==> config.mk <==
export PLATFORM = sky130hd
export DESIGN_NAME = sillyfunction_selftest
export DESIGN_NICKNAME = d
export VERILOG_FILES = /design/src/rtl/sweep_pkg.sv /design/src/rtl/sillyfunction_sweeper_if.sv /design/src/rtl/sillyfunction.sv /design/src/rtl/sillyfunction_selftest.sv /design/src/rtl/sillyfunction_sweeper.sv
export SDC_FILE = /design/constraint.sdc
export NUM_CORES = 1
export LEC_CHECK = 0
export CAP_MARGIN = 10
export CORE_ASPECT_RATIO = 0.9
export CORE_MARGIN = 4
export CORE_UTILIZATION = 35
export DETAILED_ROUTE_END_ITERATION = 10
export PLACE_DENSITY = 0.6
export SYNTH_ARGS = -nofsm -noshare
export SYNTH_HDL_FRONTEND = slang
export SYNTH_HIERARCHICAL = 1
export SYNTH_SLANG_ARGS = --single-unit
==> constraint.sdc <==
create_clock -name clk -period 3 [get_ports clk]
set_clock_uncertainty 0.05 [all_clocks]
set_input_delay 0.3 -clock clk [delete_from_list [all_inputs] [get_ports clk]]
set_output_delay 0.3 -clock clk [all_outputs]
set_load 0.01 [all_outputs]
==> src/rtl/sweep_pkg.sv <==
// Shared types and sizes for the sillyfunction sweep self-test.
package sweep_pkg;

    localparam int unsigned NVEC = 8;
    localparam int unsigned IDXW = 3;
    localparam int unsigned ERRW = 4;

    typedef enum logic [1:0] {
        IDLE,
        DRIVE,
        SAMPLE,
        DONE
    } sweep_state_t;

endpackage

==> src/rtl/sillyfunction_sweeper_if.sv <==
// Stimulus/response and result bus between the sweeper and its surroundings.
interface sillyfunction_sweeper_if;
    import sweep_pkg::*;

    logic            start;
    logic            y;
    logic            a;
    logic            b;
    logic            c;
    logic            busy;
    logic            done;
    logic            pass;
    logic [ERRW-1:0] err_count;
    logic [NVEC-1:0] fail_map;
    logic [NVEC-1:0] captured;

    // Sweeper side: drives stimulus and results, receives start and y.
    modport master (
        input  start, y,
        output a, b, c, busy, done, pass, err_count, fail_map, captured
    );

    // Environment side: issues start, returns y, observes results.
    modport slave (
        output start, y,
        input  a, b, c, busy, done, pass, err_count, fail_map, captured
    );

endinterface

==> src/rtl/sillyfunction.sv <==
// Combinational block under test: y is 1 for {a,b,c} = 000, 100, 101.
module sillyfunction (
    input  logic a,
    input  logic b,
    input  logic c,
    output logic y
);

    assign y = (~a & ~b & ~c) | (a & ~b);

endmodule

==> src/rtl/sillyfunction_selftest.sv <==
// Closed-loop wrapper: sweeper stimulus feeds sillyfunction, whose y returns.
module sillyfunction_selftest
    import sweep_pkg::*;
#(
    parameter logic [NVEC-1:0] EXPECTED = 8'h31,
    parameter int unsigned     SETTLE   = 1
) (
    input  logic            clk,
    input  logic            reset,
    input  logic            start,
    output logic            busy,
    output logic            done,
    output logic            pass,
    output logic [ERRW-1:0] err_count,
    output logic [NVEC-1:0] fail_map,
    output logic [NVEC-1:0] captured
);

    sillyfunction_sweeper_if bus ();

    sillyfunction_sweeper #(
        .EXPECTED (EXPECTED),
        .SETTLE   (SETTLE)
    ) u_sweeper (
        .clk   (clk),
        .reset (reset),
        .bus   (bus)
    );

    sillyfunction u_func (
        .a (bus.a),
        .b (bus.b),
        .c (bus.c),
        .y (bus.y)
    );

    assign bus.start = start;
    assign busy      = bus.busy;
    assign done      = bus.done;
    assign pass      = bus.pass;
    assign err_count = bus.err_count;
    assign fail_map  = bus.fail_map;
    assign captured  = bus.captured;

endmodule

==> src/rtl/sillyfunction_sweeper.sv <==
// Drives all eight {a,b,c} vectors, samples y for each and scores it
// against the EXPECTED truth table.
module sillyfunction_sweeper
    import sweep_pkg::*;
#(
    parameter logic [NVEC-1:0] EXPECTED = 8'h31,
    parameter int unsigned     SETTLE   = 1
) (
    input  logic                      clk,
    input  logic                      reset,
    sillyfunction_sweeper_if.master   bus
);

    localparam int unsigned CNTW = 4;

    sweep_state_t    state_q, state_d;
    logic [IDXW-1:0] idx_q, idx_d;
    logic [CNTW-1:0] cnt_q, cnt_d;
    logic [IDXW-1:0] abc_q, abc_d;
    logic            busy_q, busy_d;
    logic            done_q, done_d;
    logic            pass_q, pass_d;
    logic [ERRW-1:0] err_q, err_d;
    logic [NVEC-1:0] fail_q, fail_d;
    logic [NVEC-1:0] cap_q, cap_d;
    logic            mismatch_c;

    assign mismatch_c = bus.y ^ EXPECTED[idx_q];

    // Next-state, counters and result updates.
    always_comb begin
        state_d = state_q;
        idx_d   = idx_q;
        cnt_d   = cnt_q;
        abc_d   = abc_q;
        busy_d  = busy_q;
        done_d  = done_q;
        pass_d  = pass_q;
        err_d   = err_q;
        fail_d  = fail_q;
        cap_d   = cap_q;

        case (state_q)
            IDLE, DONE: begin
                if (bus.start) begin
                    state_d = DRIVE;
                    idx_d   = '0;
                    cnt_d   = '0;
                    abc_d   = '0;
                    busy_d  = 1'b1;
                    done_d  = 1'b0;
                    pass_d  = 1'b0;
                    err_d   = '0;
                    fail_d  = '0;
                    cap_d   = '0;
                end
            end
            DRIVE: begin
                cnt_d = cnt_q + CNTW'(1);
                if (cnt_q == CNTW'(SETTLE - 1)) begin
                    state_d = SAMPLE;
                end
            end
            SAMPLE: begin
                cap_d[idx_q]  = bus.y;
                fail_d[idx_q] = mismatch_c;
                err_d         = err_q + ERRW'(mismatch_c);
                if (idx_q == IDXW'(NVEC - 1)) begin
                    // Last vector: finish instead of incrementing the index.
                    state_d = DONE;
                    abc_d   = '0;
                    busy_d  = 1'b0;
                    done_d  = 1'b1;
                    pass_d  = (err_d == '0);
                end else begin
                    state_d = DRIVE;
                    idx_d   = idx_q + IDXW'(1);
                    cnt_d   = '0;
                    abc_d   = idx_q + IDXW'(1);
                end
            end
            default: begin
                state_d = IDLE;
            end
        endcase
    end

    // State and output registers with synchronous reset.
    always_ff @(posedge clk) begin
        if (reset) begin
            state_q <= IDLE;
            idx_q   <= '0;
            cnt_q   <= '0;
            abc_q   <= '0;
            busy_q  <= 1'b0;
            done_q  <= 1'b0;
            pass_q  <= 1'b0;
            err_q   <= '0;
            fail_q  <= '0;
            cap_q   <= '0;
        end else begin
            state_q <= state_d;
            idx_q   <= idx_d;
            cnt_q   <= cnt_d;
            abc_q   <= abc_d;
            busy_q  <= busy_d;
            done_q  <= done_d;
            pass_q  <= pass_d;
            err_q   <= err_d;
            fail_q  <= fail_d;
            cap_q   <= cap_d;
        end
    end

    assign bus.a         = abc_q[2];
    assign bus.b         = abc_q[1];
    assign bus.c         = abc_q[0];
    assign bus.busy      = busy_q;
    assign bus.done      = done_q;
    assign bus.pass      = pass_q;
    assign bus.err_count = err_q;
    assign bus.fail_map  = fail_q;
    assign bus.captured  = cap_q;

endmodule

---- Yosys cells after proc, flatten, opt, wreduce, memory -nomap -nowiden ----
Memories as Yosys holds them, arrays and structs flattened. A register that Yosys moved wholly into a read port is not among the register bits.
Cells that the tools add are included.
cells by class
  add/subtract/negate cells ............... 3
  magnitude comparators ................... 2
  equal/unequal tests ..................... 8
  muxes and demuxes ....................... 31
  bitwise operators ....................... 8
  reductions and logical operators ........ 11
operators by type and width
  operator                                            count
  one-hot mux 8 bit (2 select lines)                  2
  bitwise mux 8 bit                                   2
  2-to-1 mux 3 bit                                    5
  one-hot mux 3 bit (2 select lines)                  2
  one-hot mux 4 bit (3 select lines)                  1
  logical NOT 4 bit                                   2
  2-to-1 mux 4 bit                                    2
  2-to-1 mux 8 bit                                    1
  one-hot mux 4 bit (2 select lines)                  1
  2-to-1 mux 1 bit                                    7
  2-to-1 mux 2 bit                                    3
  one-hot mux 1 bit (2 select lines)                  3
  one-hot mux 2 bit (3 select lines)                  1
  AND reduction 2 bit                                 3
  AND reduction 3 bit                                 2
  adder 4 x 1 -> 4 bit                                1
  adder 4 x 1 -> 4 bit, second input constant         1
  == test 2 bit, second input constant                2
  < comparator 3 x 4 -> 1 bit, second input constant  1
  != test 2 x 1 -> 1 bit, second input constant       2
  != test 2 bit, second input constant                2
  adder 3 x 1 -> 3 bit, second input constant         1
  bitwise AND 1 bit                                   3
  demux 1 bit (select 3 bit)                          1
  other kinds (10)                                    12
word-level totals
  bits in registers ....................... 35
  ROM bits ................................ 8
  input port bits ......................... 3
  output and inout bits ................... 23
  memories kept ........................... 1
memory list
  memory           depth  bits a word  read ports  clocked after Yosys merged registers in  write ports  line                         source
  (no name shown)  8      1            1           1                                        0            sillyfunction_sweeper.sv:28  assign mismatch_c = bus.y ^ EXPECTED[idx_q];

---- Longest topological paths before layout ----
Gate-level depths: netlist of the first run.
  depth in word-level cells ............... 9
  gate-level depth with buffers ........... 10
  mapped depth without buffers ............ 10

---- By module ----
Netlist of the first run, hierarchy kept.
modules (own cells, without submodules)
  module                 instances  cells each  area an instance (um^2)
  sillyfunction_sweeper  1          199         1749.2
  sillyfunction          1          2           12.5

---- Worst setup path after synthesis of the first run ----
Ideal clock, no wire load.
  path type ............................... register to register
  from .................................... reg u_sweeper.abc_q[2]
  to ...................................... reg u_sweeper.pass_q, in the netlist u_sweeper/bus.pass
  arrival time ............................ 1681 ps
  required time ........................... 2885 ps
  slack ................................... 1204 ps
  stages on the path, launching flop included .. 10
  buffers on the path ..................... 0
  path through ............................ dfxtp_1 > inv_1 > a21oi_2 > xnor2_1 > inv_1 > ha_1 > ha_1 > nor4_1 > a32oi_1 > nor2_1
on the way
  cells in the longest elaborated chain, start to end .. 9
  elaborated cells between the ends (all ways) .. 10
  classes of those cells .................. 1 x add/sub; 2 x mux; 6 x bitwise; 1 x reduce/logical
ends and longest elaborated chain
  what                                  line                           source
  start, declared                       sillyfunction_sweeper.sv:19    logic [IDXW-1:0] abc_q, abc_d;
  start signal, assigned                sillyfunction_sweeper.sv:94    abc_q <= '0;
  start signal, assigned                sillyfunction_sweeper.sv:105   abc_q <= abc_d;
  NOT 1 bit                             sillyfunction.sv:9             assign y = (~a & ~b & ~c) | (a & ~b);
  bitwise AND 1 bit (2 in a row)        sillyfunction.sv:9
  OR 1 bit *                            sillyfunction.sv:9
  net bus.y                             sillyfunction_sweeper_if.sv:6  logic y;
  bitwise XOR 1 bit *                   sillyfunction_sweeper.sv:28
  adder 4 x 1 -> 4 bit *                sillyfunction_sweeper.sv:67    err_d = err_q + ERRW'(mismatch_c);
  logical NOT 4 bit *                   sillyfunction_sweeper.sv:74    pass_d = (err_d == '0);
  2-to-1 mux 1 bit *                    sillyfunction_sweeper.sv:68    if (idx_q == IDXW'(NVEC - 1)) begin
  one-hot mux 1 bit (2 select lines) *  sillyfunction_sweeper.sv:43    case (state_q)
  end signal, assigned                  sillyfunction_sweeper.sv:108   pass_q <= pass_d;
  end, declared                         sillyfunction_sweeper.sv:22    logic pass_q, pass_d;
The timed path passes the listed nets; every way through them passes the cells marked *. The select of a mux whose other input is x is not followed.
A chain may end at the register's enable or synchronous reset.

---- Worst setup path after layout of the first run ----
  from .................................... reg u_sweeper.state_q[0]
  to ...................................... reg u_sweeper.fail_q[4], in the netlist u_sweeper/bus.fail_map[4]
on the way
  cells in the longest elaborated chain, start to end .. 4
  elaborated cells between the ends (all ways) .. 8
  classes of those cells .................. 3 x eq/ne; 1 x mux; 4 x reduce/logical
ends and longest elaborated chain
  what                                                           line                          source
  start, declared                                                sillyfunction_sweeper.sv:16   sweep_state_t state_q, state_d;
  start signal, assigned                                         sillyfunction_sweeper.sv:102  state_q <= state_d;
  == test 2 bit or logical NOT 2 bit (tied branches)             sillyfunction_sweeper.sv:43
  OR reduction 2 bit                                             sillyfunction_sweeper.sv:43
  != test 2 bit (no line) or nonzero test 2 bit (tied branches)  n/a
  AND reduction 2 bit (no line)                                  n/a
  end signal, assigned                                           sillyfunction_sweeper.sv:110  fail_q <= fail_d;
  end, declared                                                  sillyfunction_sweeper.sv:24   logic [NVEC-1:0] fail_q, fail_d;
Several ways; a longest one is shown, not always the timed one.

==> results of run 1 <==
==> per-layer routing <==
| layer | track usage [%] | share of wire, % |
|---|---|---|
| met1 | 21.8 | 51 |
| met2 | 19.6 | 44 |
| met3 | 3.31 | 3.8 |
| met4 | 3.81 | 0.82 |
| met5 | 0 | 0 |
==> worst min path at each step <==
stage                  startpoint                 end  slack [ns]  cells past startpoint
6_report       u_sweeper/bus.busy  u_sweeper/bus.busy        0.42                      2
5_1_grt        u_sweeper/abc_q[1]  u_sweeper/abc_q[1]        0.45                      2
4_1_cts        u_sweeper/bus.busy  u_sweeper/bus.busy        0.42                      2
3_5_place_dp   u_sweeper/bus.busy  u_sweeper/bus.busy        0.41                      2
3_3_place_gp   u_sweeper/abc_q[1]  u_sweeper/abc_q[1]        0.41                      2
2_1_floorplan  u_sweeper/abc_q[1]  u_sweeper/abc_q[1]        0.39                      2
==> cells in the mapped netlist, types with 4 or more instances <==
cell type | count | share of area (%)
sky130_fd_sc_hd__a21oi_1 | 12 | 3.4
sky130_fd_sc_hd__dfxtp_1 | 36 | 41
sky130_fd_sc_hd__a211oi_1 | 4 | 1.7
sky130_fd_sc_hd__inv_1 | 8 | 1.7
sky130_fd_sc_hd__nor2b_1 | 6 | 2.1
sky130_fd_sc_hd__nand3_1 | 11 | 3.1
sky130_fd_sc_hd__a32oi_1 | 20 | 9.9
sky130_fd_sc_hd__o21ai_0 | 4 | 1.1
sky130_fd_sc_hd__nand2_1 | 10 | 2.1
sky130_fd_sc_hd__and2_1 | 4 | 1.4
sky130_fd_sc_hd__clkbuf_1 | 4 | 0.85
sky130_fd_sc_hd__ha_1 | 9 | 6.4
sky130_fd_sc_hd__buf_2 | 4 | 1.1
sky130_fd_sc_hd__nor2_1 | 32 | 6.8
==> registers in the layout, indices dropped and copies added, names as in the netlist, named ones only <==
register                 cells
u_sweeper/bus.busy           1
u_sweeper/abc_q              3
u_sweeper/bus.done           1
u_sweeper/bus.err_count      4
u_sweeper/idx_q              3
u_sweeper/bus.captured       8
u_sweeper/cnt_q              4
u_sweeper/bus.pass           1
u_sweeper/bus.fail_map       8
u_sweeper/state_q            2
==> power groups by stage <==
| stage | registers (mW) | clock network, mW | logic, mW |
|---|---|---|---|
| after floorplan | 0.510 | 0 | 0.154 |
| after global placement | 0.512 | 0 | 0.184 |
| after detailed placement | 0.512 | 0 | 0.183 |
| after CTS | 0.501 | 0.423 | 0.184 |
| after global routing | 0.502 | 0.446 | 0.208 |
| final | 0.501 | 0.411 | 0.184 |
==> critical path, delay by kind of cell (launching register included) <==
family,cells,cell delay (ns)
buffers and inverters,2,0.27
AND/OR/NAND/NOR,2,0.53
AO/OA/AOI/OAI,1,0.41
flip-flops,1,0.38
adder cells (fa/ha/maj),1,0.40
==> kinds of logic after synthesis <==
family / share of synthesized area [%]
and+or+nand+nor: 23.9
AOI/OAI and AO/OA: 20.5
DFF: 40.9
buffers and inverters: 5.61
adders and majority gates: 6.39
xor gates and xnor gates: 0.994
muxes: 1.63
==> layout make-up <==
| cell class | instances | area, um^2 | share of cell area [%] |
|---|---|---|---|
| clock buffer | 6 | 72.6 | 3.37 |
| clock inverter | 2 | 35.0 | 1.63 |
| inverter | 9 | 33.8 | 1.57 |
| multi-input combinational | 144 | 942 | 43.8 |
| sequential | 36 | 721 | 33.5 |
| tap | 65 | 81.3 | 3.78 |
| timing repair buffer | 27 | 265 | 12.3 |
==> through the flow <==
stage,worst slack [ns],cells
2_1_floorplan,1.20,201
5_1_grt,0.711,289
6_report,0.856,289
3_5_place_dp,0.895,281
3_3_place_gp,0.903,281
4_1_cts,0.873,289
==> run_summary.xml, run 1 <==
<?xml version="1.0" encoding="UTF-8"?>
<metrics>
  <group name="outcome">
    <metric name="outcome" unit="">finished, final reports clean</metric>
  </group>
  <group name="setup_path">
    <metric name="worst_setup_path_startpoint" unit="">u_sweeper/state_q[0]</metric>
    <metric name="crit_path_end_kind" unit="">flip-flop</metric>
    <metric name="timing_worst_setup_path_type" unit="">flip-flop to flip-flop</metric>
    <metric name="data_required_time_at_the_worst_endpoint" unit="ns">3.12</metric>
    <metric name="critical_path.reg2reg.endpoint" unit="">u_sweeper/bus.fail_map[4]</metric>
    <metric name="worst_r2r_startpoint" unit="">u_sweeper/state_q[0]</metric>
    <metric name="cpPeakStageDelay" unit="ns">0.47</metric>
    <metric name="endpoint" unit="">u_sweeper/bus.fail_map[4]</metric>
    <metric name="critPathArrivalTime" unit="ns">2.26</metric>
    <metric name="slowest_stage" unit="">sky130_fd_sc_hd__nand3_1</metric>
    <metric name="r2r_cells" unit="">6</metric>
    <metric name="reg2reg_setup_slack" unit="ns">0.86</metric>
    <metric name="timing.critical_path.from_type" unit="">flip-flop</metric>
    <metric name="path_cells" unit="">inv_1 &gt; ha_1 &gt; inv_2 &gt; nand3_1 &gt; a32oi_1 &gt; nor2_1</metric>
    <metric name="crit_fanout" unit="">16</metric>
  </group>
  <group name="power_and_ir_drop">
    <metric name="p_leak" unit="nW">0.777</metric>
    <metric name="total_power" unit="mW">1.10</metric>
    <metric name="intPower" unit="mW">0.800</metric>
    <metric name="power.net_switching" unit="mW">0.297</metric>
    <metric name="sw_frac_of_total" unit="%">27.1</metric>
    <metric name="sequential_fraction_of_design_power" unit="%">45.7</metric>
    <metric name="cellPowerDensity" unit="nW/um^2">510</metric>
    <metric name="irDropWorstVdd" unit="V">0.000304</metric>
    <metric name="pwr-share-clk" unit="%">37.5</metric>
    <metric name="power_frac_comb" unit="%">16.8</metric>
  </group>
  <group name="place">
    <metric name="portBuffers" unit="">25</metric>
    <metric name="place_area" unit="um^2">2040</metric>
    <metric name="place.gp.congestion" unit="">0.764</metric>
    <metric name="detailedPlacementHpwl" unit="mm">2.80</metric>
  </group>
  <group name="final_layout">
    <metric name="layout_commonest_cell" unit="">sky130_fd_sc_hd__dfxtp_1</metric>
    <metric name="antennaDiodeCount" unit="">0</metric>
    <metric name="area.growth.synth_to_final" unit="%">22.1</metric>
    <metric name="fillCellCount" unit="">510</metric>
    <metric name="drive_gt1_share" unit="%">8.93</metric>
    <metric name="final_cell_mix" unit="">sky130_fd_sc_hd__dfxtp_1 (36), sky130_fd_sc_hd__nor2_1 (32), sky130_fd_sc_hd__clkdlybuf4s50_1 (25), sky130_fd_sc_hd__a32oi_1 (20), sky130_fd_sc_hd__a21oi_1 (12)</metric>
    <metric name="postLayoutCoreUtil" unit="%">44.2</metric>
    <metric name="finish.instance_area" unit="um^2">2150</metric>
    <metric name="finalNetCount" unit="">235</metric>
  </group>
  <group name="synth">
    <metric name="synth_flop_cell" unit="">sky130_fd_sc_hd__dfxtp_1</metric>
    <metric name="async_flop_share" unit="%">0</metric>
    <metric name="yosysSeqAreaShare" unit="%">40.9</metric>
    <metric name="synth.net_count" unit="">213</metric>
    <metric name="synthesis.yosys.warnings" unit="">6</metric>
    <metric name="synth_area_per_cell" unit="um^2">8.76</metric>
    <metric name="synth_enable_flop_cells" unit="">0</metric>
    <metric name="postSynthCellCount" unit="">201</metric>
    <metric name="synth.ff_latch_count" unit="">36</metric>
    <metric name="netlist_area" unit="um^2">1760</metric>
    <metric name="synth_cell_types" unit="">44</metric>
  </group>
  <group name="timing">
    <metric name="post-route-min-period" unit="ns">2.14</metric>
    <metric name="rsz_0062_raised_after_global_routing" unit="">false</metric>
    <metric name="setup_tns" unit="ns">0</metric>
    <metric name="finalCritPeriodShare" unit="%">71.5</metric>
    <metric name="final_max_slew_viol_count" unit="">0</metric>
    <metric name="worst_slew_pin_slew" unit="ns">0.622</metric>
    <metric name="worst_hold_slack" unit="ns">0.416</metric>
    <metric name="max_freq" unit="MHz">466</metric>
    <metric name="max_slew_headroom_at_the_worst_pin" unit="%">58.4</metric>
    <metric name="finalHoldViolations" unit="">0</metric>
    <metric name="setup_viol" unit="">0</metric>
  </group>
  <group name="detailed_routing">
    <metric name="ant_nets" unit="">0</metric>
    <metric name="wl" unit="mm">4.01</metric>
    <metric name="via_count" unit="">1487</metric>
    <metric name="viasPerCell" unit="">5.15</metric>
    <metric name="wl_per_cell" unit="um">13.9</metric>
    <metric name="detailedRoute.firstIterationViolations" unit="">92</metric>
    <metric name="drt-pass1-iter-count" unit="">4</metric>
    <metric name="drt_drc_violations_left" unit="">0</metric>
  </group>
  <group name="job">
    <metric name="maxCapViolCount" unit="">0</metric>
  </group>
  <group name="die">
    <metric name="floorplan.initialDensity" unit="%">36.2</metric>
    <metric name="die_ht" unit="um">75.3</metric>
    <metric name="core_area" unit="um^2">4860</metric>
    <metric name="fp.dieW" unit="um">82.8</metric>
    <metric name="placementRows" unit="">24</metric>
    <metric name="die_area" unit="um^2">6230</metric>
    <metric name="ioPinCount" unit="">26</metric>
  </group>
  <group name="clock_network">
    <metric name="clock_sinks" unit="">36</metric>
    <metric name="cts-buffers-inserted" unit="">5</metric>
    <metric name="cts_post_setup_buffers_inserted" unit="">0</metric>
    <metric name="htree_levels" unit="">2</metric>
    <metric name="cts-root-buf" unit="">sky130_fd_sc_hd__clkbuf_8</metric>
    <metric name="clkSlewWorstSetupHoldPaths" unit="ns">0.07</metric>
    <metric name="insertion_delay" unit="ns">0.28</metric>
    <metric name="tritoncts" unit="">yes</metric>
    <metric name="ctsHoldBuffers" unit="">0</metric>
    <metric name="cts-root-to-sink-buffers" unit="">2</metric>
    <metric name="post_cts_resized" unit="">0</metric>
  </group>
  <group name="global_route">
    <metric name="antenna_violations_before_repair" unit="">0</metric>
    <metric name="globalRouteOverflowTotal" unit="">0</metric>
    <metric name="pin_count_of_the_biggest_net_entering_global_routing" unit="">23</metric>
    <metric name="grt_pass1_wl" unit="mm">6.75</metric>
    <metric name="grt_pass1_vias" unit="">1362</metric>
    <metric name="grt_use_total" unit="%">14.1</metric>
  </group>
  <group name="worst_hold_path">
    <metric name="hold_class" unit="">flip-flop to flip-flop</metric>
  </group>
</metrics>
No activity file was read; power rests on OpenSTA's default activity.
==> inputs of run 2 (changes only) <==
==> constraint.sdc (replaced) <==
create_clock -name clk -period 2.22 [get_ports clk]
set_clock_uncertainty 0.05 [all_clocks]
set_input_delay 0.222 -clock clk [delete_from_list [all_inputs] [get_ports clk]]
set_output_delay 0.222 -clock clk [all_outputs]
set_load 0.01 [all_outputs]
==> run 2 against run 1 <==
Against the previous run:
- highest routed layer unchanged
- via count up 0.67%
- non-clock buffer count up 5
- power up 30%
- hold slack better by 0.00092 ns
- clock-buffer cell count up 1
- worst setup slack worse by 0.63 ns
- combinational power up 45%
- die area unchanged
- routed wire length up 0.22%
- global-route usage down 0.30 points
- first-iteration DRC count down 2.2%
==> run_summary.xml, run 2 (synthesis results as in run 1) <==
<?xml version="1.0" encoding="UTF-8"?>
<metrics>
  <group name="outcome">
    <metric name="outcome" unit="">finished, final reports clean</metric>
  </group>
  <group name="setup_path">
    <metric name="data_required_time_at_the_worst_endpoint" unit="ns">2.33</metric>
    <metric name="critPathArrivalTime" unit="ns">2.10</metric>
    <metric name="timing.critical_path.from_type" unit="">flip-flop</metric>
    <metric name="crit_path_end_kind" unit="">flip-flop</metric>
    <metric name="reg2reg_setup_slack" unit="ns">0.23</metric>
    <metric name="r2r_cells" unit="">6</metric>
    <metric name="crit_fanout" unit="">11</metric>
    <metric name="worst_r2r_startpoint" unit="">u_sweeper/state_q[0]</metric>
    <metric name="timing_worst_setup_path_type" unit="">flip-flop to flip-flop</metric>
  </group>
  <group name="power_and_ir_drop">
    <metric name="p_leak" unit="nW">0.797</metric>
    <metric name="cellPowerDensity" unit="nW/um^2">653</metric>
    <metric name="total_power" unit="mW">1.43</metric>
    <metric name="irDropWorstVdd" unit="V">0.000319</metric>
  </group>
  <group name="global_route">
    <metric name="pin_count_of_the_biggest_net_entering_global_routing" unit="">25</metric>
    <metric name="grt_use_total" unit="%">13.8</metric>
    <metric name="globalRouteOverflowTotal" unit="">0</metric>
    <metric name="grt_pass1_vias" unit="">1397</metric>
    <metric name="grt_pass1_wl" unit="mm">6.56</metric>
    <metric name="antenna_violations_before_repair" unit="">0</metric>
  </group>
  <group name="place">
    <metric name="portBuffers" unit="">25</metric>
    <metric name="detailedPlacementHpwl" unit="mm">2.79</metric>
    <metric name="place.gp.congestion" unit="">0.756</metric>
    <metric name="preCtsSetupSlack" unit="ns">0.240</metric>
    <metric name="post_place_cells" unit="">286</metric>
  </group>
  <group name="detailed_routing">
    <metric name="drt_drc_violations_left" unit="">0</metric>
    <metric name="ant_nets" unit="">0</metric>
    <metric name="drt-pass1-iter-count" unit="">4</metric>
    <metric name="detailedRoute.firstIterationViolations" unit="">90</metric>
    <metric name="viasPerCell" unit="">5.09</metric>
    <metric name="wl" unit="mm">4.02</metric>
    <metric name="via_count" unit="">1497</metric>
    <metric name="wl_per_cell" unit="um">13.7</metric>
  </group>
  <group name="timing">
    <metric name="max_slew_headroom_at_the_worst_pin" unit="%">75.1</metric>
    <metric name="setup_tns" unit="ns">0</metric>
    <metric name="final_max_slew_viol_count" unit="">0</metric>
    <metric name="setup_viol" unit="">0</metric>
    <metric name="worst_slew_pin_slew" unit="ns">0.371</metric>
    <metric name="rsz_0062_raised_after_global_routing" unit="">false</metric>
    <metric name="final.setup.worst_slack" unit="ns">0.228</metric>
    <metric name="finalCritPeriodShare" unit="%">89.7</metric>
    <metric name="max_freq" unit="MHz">502</metric>
    <metric name="finalHoldViolations" unit="">0</metric>
    <metric name="post-route-min-period" unit="ns">1.99</metric>
  </group>
  <group name="die">
    <metric name="die_ht" unit="um">75.3</metric>
    <metric name="ioPinCount" unit="">26</metric>
    <metric name="die_area" unit="um^2">6230</metric>
    <metric name="placementRows" unit="">24</metric>
    <metric name="core_area" unit="um^2">4860</metric>
    <metric name="floorplan.initialDensity" unit="%">36.2</metric>
    <metric name="fp.dieW" unit="um">82.8</metric>
  </group>
  <group name="clock_network">
    <metric name="cts-root-buf" unit="">sky130_fd_sc_hd__clkbuf_8</metric>
    <metric name="cts-root-to-sink-buffers" unit="">2</metric>
    <metric name="clkSlewWorstSetupHoldPaths" unit="ns">0.07</metric>
    <metric name="clock_sinks" unit="">36</metric>
    <metric name="insertion_delay" unit="ns">0.29</metric>
    <metric name="ctsHoldBuffers" unit="">0</metric>
    <metric name="tritoncts" unit="">yes</metric>
    <metric name="cts-buffers-inserted" unit="">5</metric>
    <metric name="htree_levels" unit="">2</metric>
  </group>
  <group name="worst_hold_path">
    <metric name="hold_class" unit="">flip-flop to flip-flop</metric>
    <metric name="worst_hold_path.endpoint" unit="">u_sweeper/bus.busy</metric>
    <metric name="worstHoldPathCells" unit="">2</metric>
    <metric name="worstHoldStart" unit="">u_sweeper/bus.busy</metric>
  </group>
  <group name="final_layout">
    <metric name="final_cell_mix" unit="">sky130_fd_sc_hd__dfxtp_1 (36), sky130_fd_sc_hd__nor2_1 (32), sky130_fd_sc_hd__clkdlybuf4s50_1 (25), sky130_fd_sc_hd__a32oi_1 (20), sky130_fd_sc_hd__a21oi_1 (12)</metric>
    <metric name="final_instance_count_without_filler_cells" unit="">294</metric>
    <metric name="layout_commonest_cell" unit="">sky130_fd_sc_hd__dfxtp_1</metric>
    <metric name="antennaDiodeCount" unit="">0</metric>
    <metric name="drive_gt1_share" unit="%">11.4</metric>
    <metric name="area.growth.synth_to_final" unit="%">23.9</metric>
    <metric name="finalNetCount" unit="">240</metric>
    <metric name="postLayoutCoreUtil" unit="%">44.9</metric>
  </group>
  <group name="job">
    <metric name="maxCapViolCount" unit="">0</metric>
  </group>
</metrics>
[run 2: area by class of cell]
cell class,count,area [um^2]
well taps,65,81.3
multi-input cells,144,950
inverters,9,33.8
clock inverters,1,7.51
flip-flops and latches,36,721
repair buffers,32,303
clock buffers,7,86.3
fillers,479,2680
[run 2: timing repair]
item / in CTS / in global routing
endpoints found under the setup margin: 0 / 1
gates resized for setup: 0 / 1
setup buffers: 0 / 0
[run 2: critical path, cell delays in order, from the launching register on]
cell and delay, ns:
sky130_fd_sc_hd__dfxtp_1 0.40, sky130_fd_sc_hd__inv_1 0.06, sky130_fd_sc_hd__ha_1 0.45, sky130_fd_sc_hd__mux2_4 0.39, sky130_fd_sc_hd__or3_1 0.34, sky130_fd_sc_hd__o31ai_2 0.09, sky130_fd_sc_hd__a21oi_2 0.09
[run 2: worst max-delay path by stage]
stage,startpoint,endpoint,cells after the start
CTS,u_sweeper/abc_q[2],u_sweeper/bus.pass,9
global placement,u_sweeper/abc_q[0],u_sweeper/bus.pass,8
global route,u_sweeper/abc_q[2],u_sweeper/bus.pass,9
floorplan,u_sweeper/abc_q[2],u_sweeper/bus.pass,9
finish,u_sweeper/state_q[0],flip-flop,6
detailed placement,u_sweeper/abc_q[0],u_sweeper/bus.pass,8
[run 2: report_power, final]
group / total (mW) / internal [mW] / switching [mW] / leakage, nW
clock network: 0.485 / 0.252 / 0.233 / 0.0445
logic: 0.266 / 0.0983 / 0.167 / 0.461
registers: 0.675 / 0.662 / 0.0131 / 0.291
[run 2: per-stage QoR]
step                      hold slack (ns)  cell area [um^2]
after floorplan                     0.378              1760
after global placement              0.404              2080
after detailed placement            0.407              2080
after CTS                           0.420              2170
after global routing                0.437              2180
final                               0.416              2180
[run 2: per-layer routing]
metal	part of all wire, %	routed length (um)	vias to the layer above	GRT usage, %
met3	3.9	157	4	2.96
met2	43	1740	36	20.1
met5	0	0	-	0
met4	1.3	53	0	5.44
met1	51	2070	681	20.0
li1	-	-	776	-
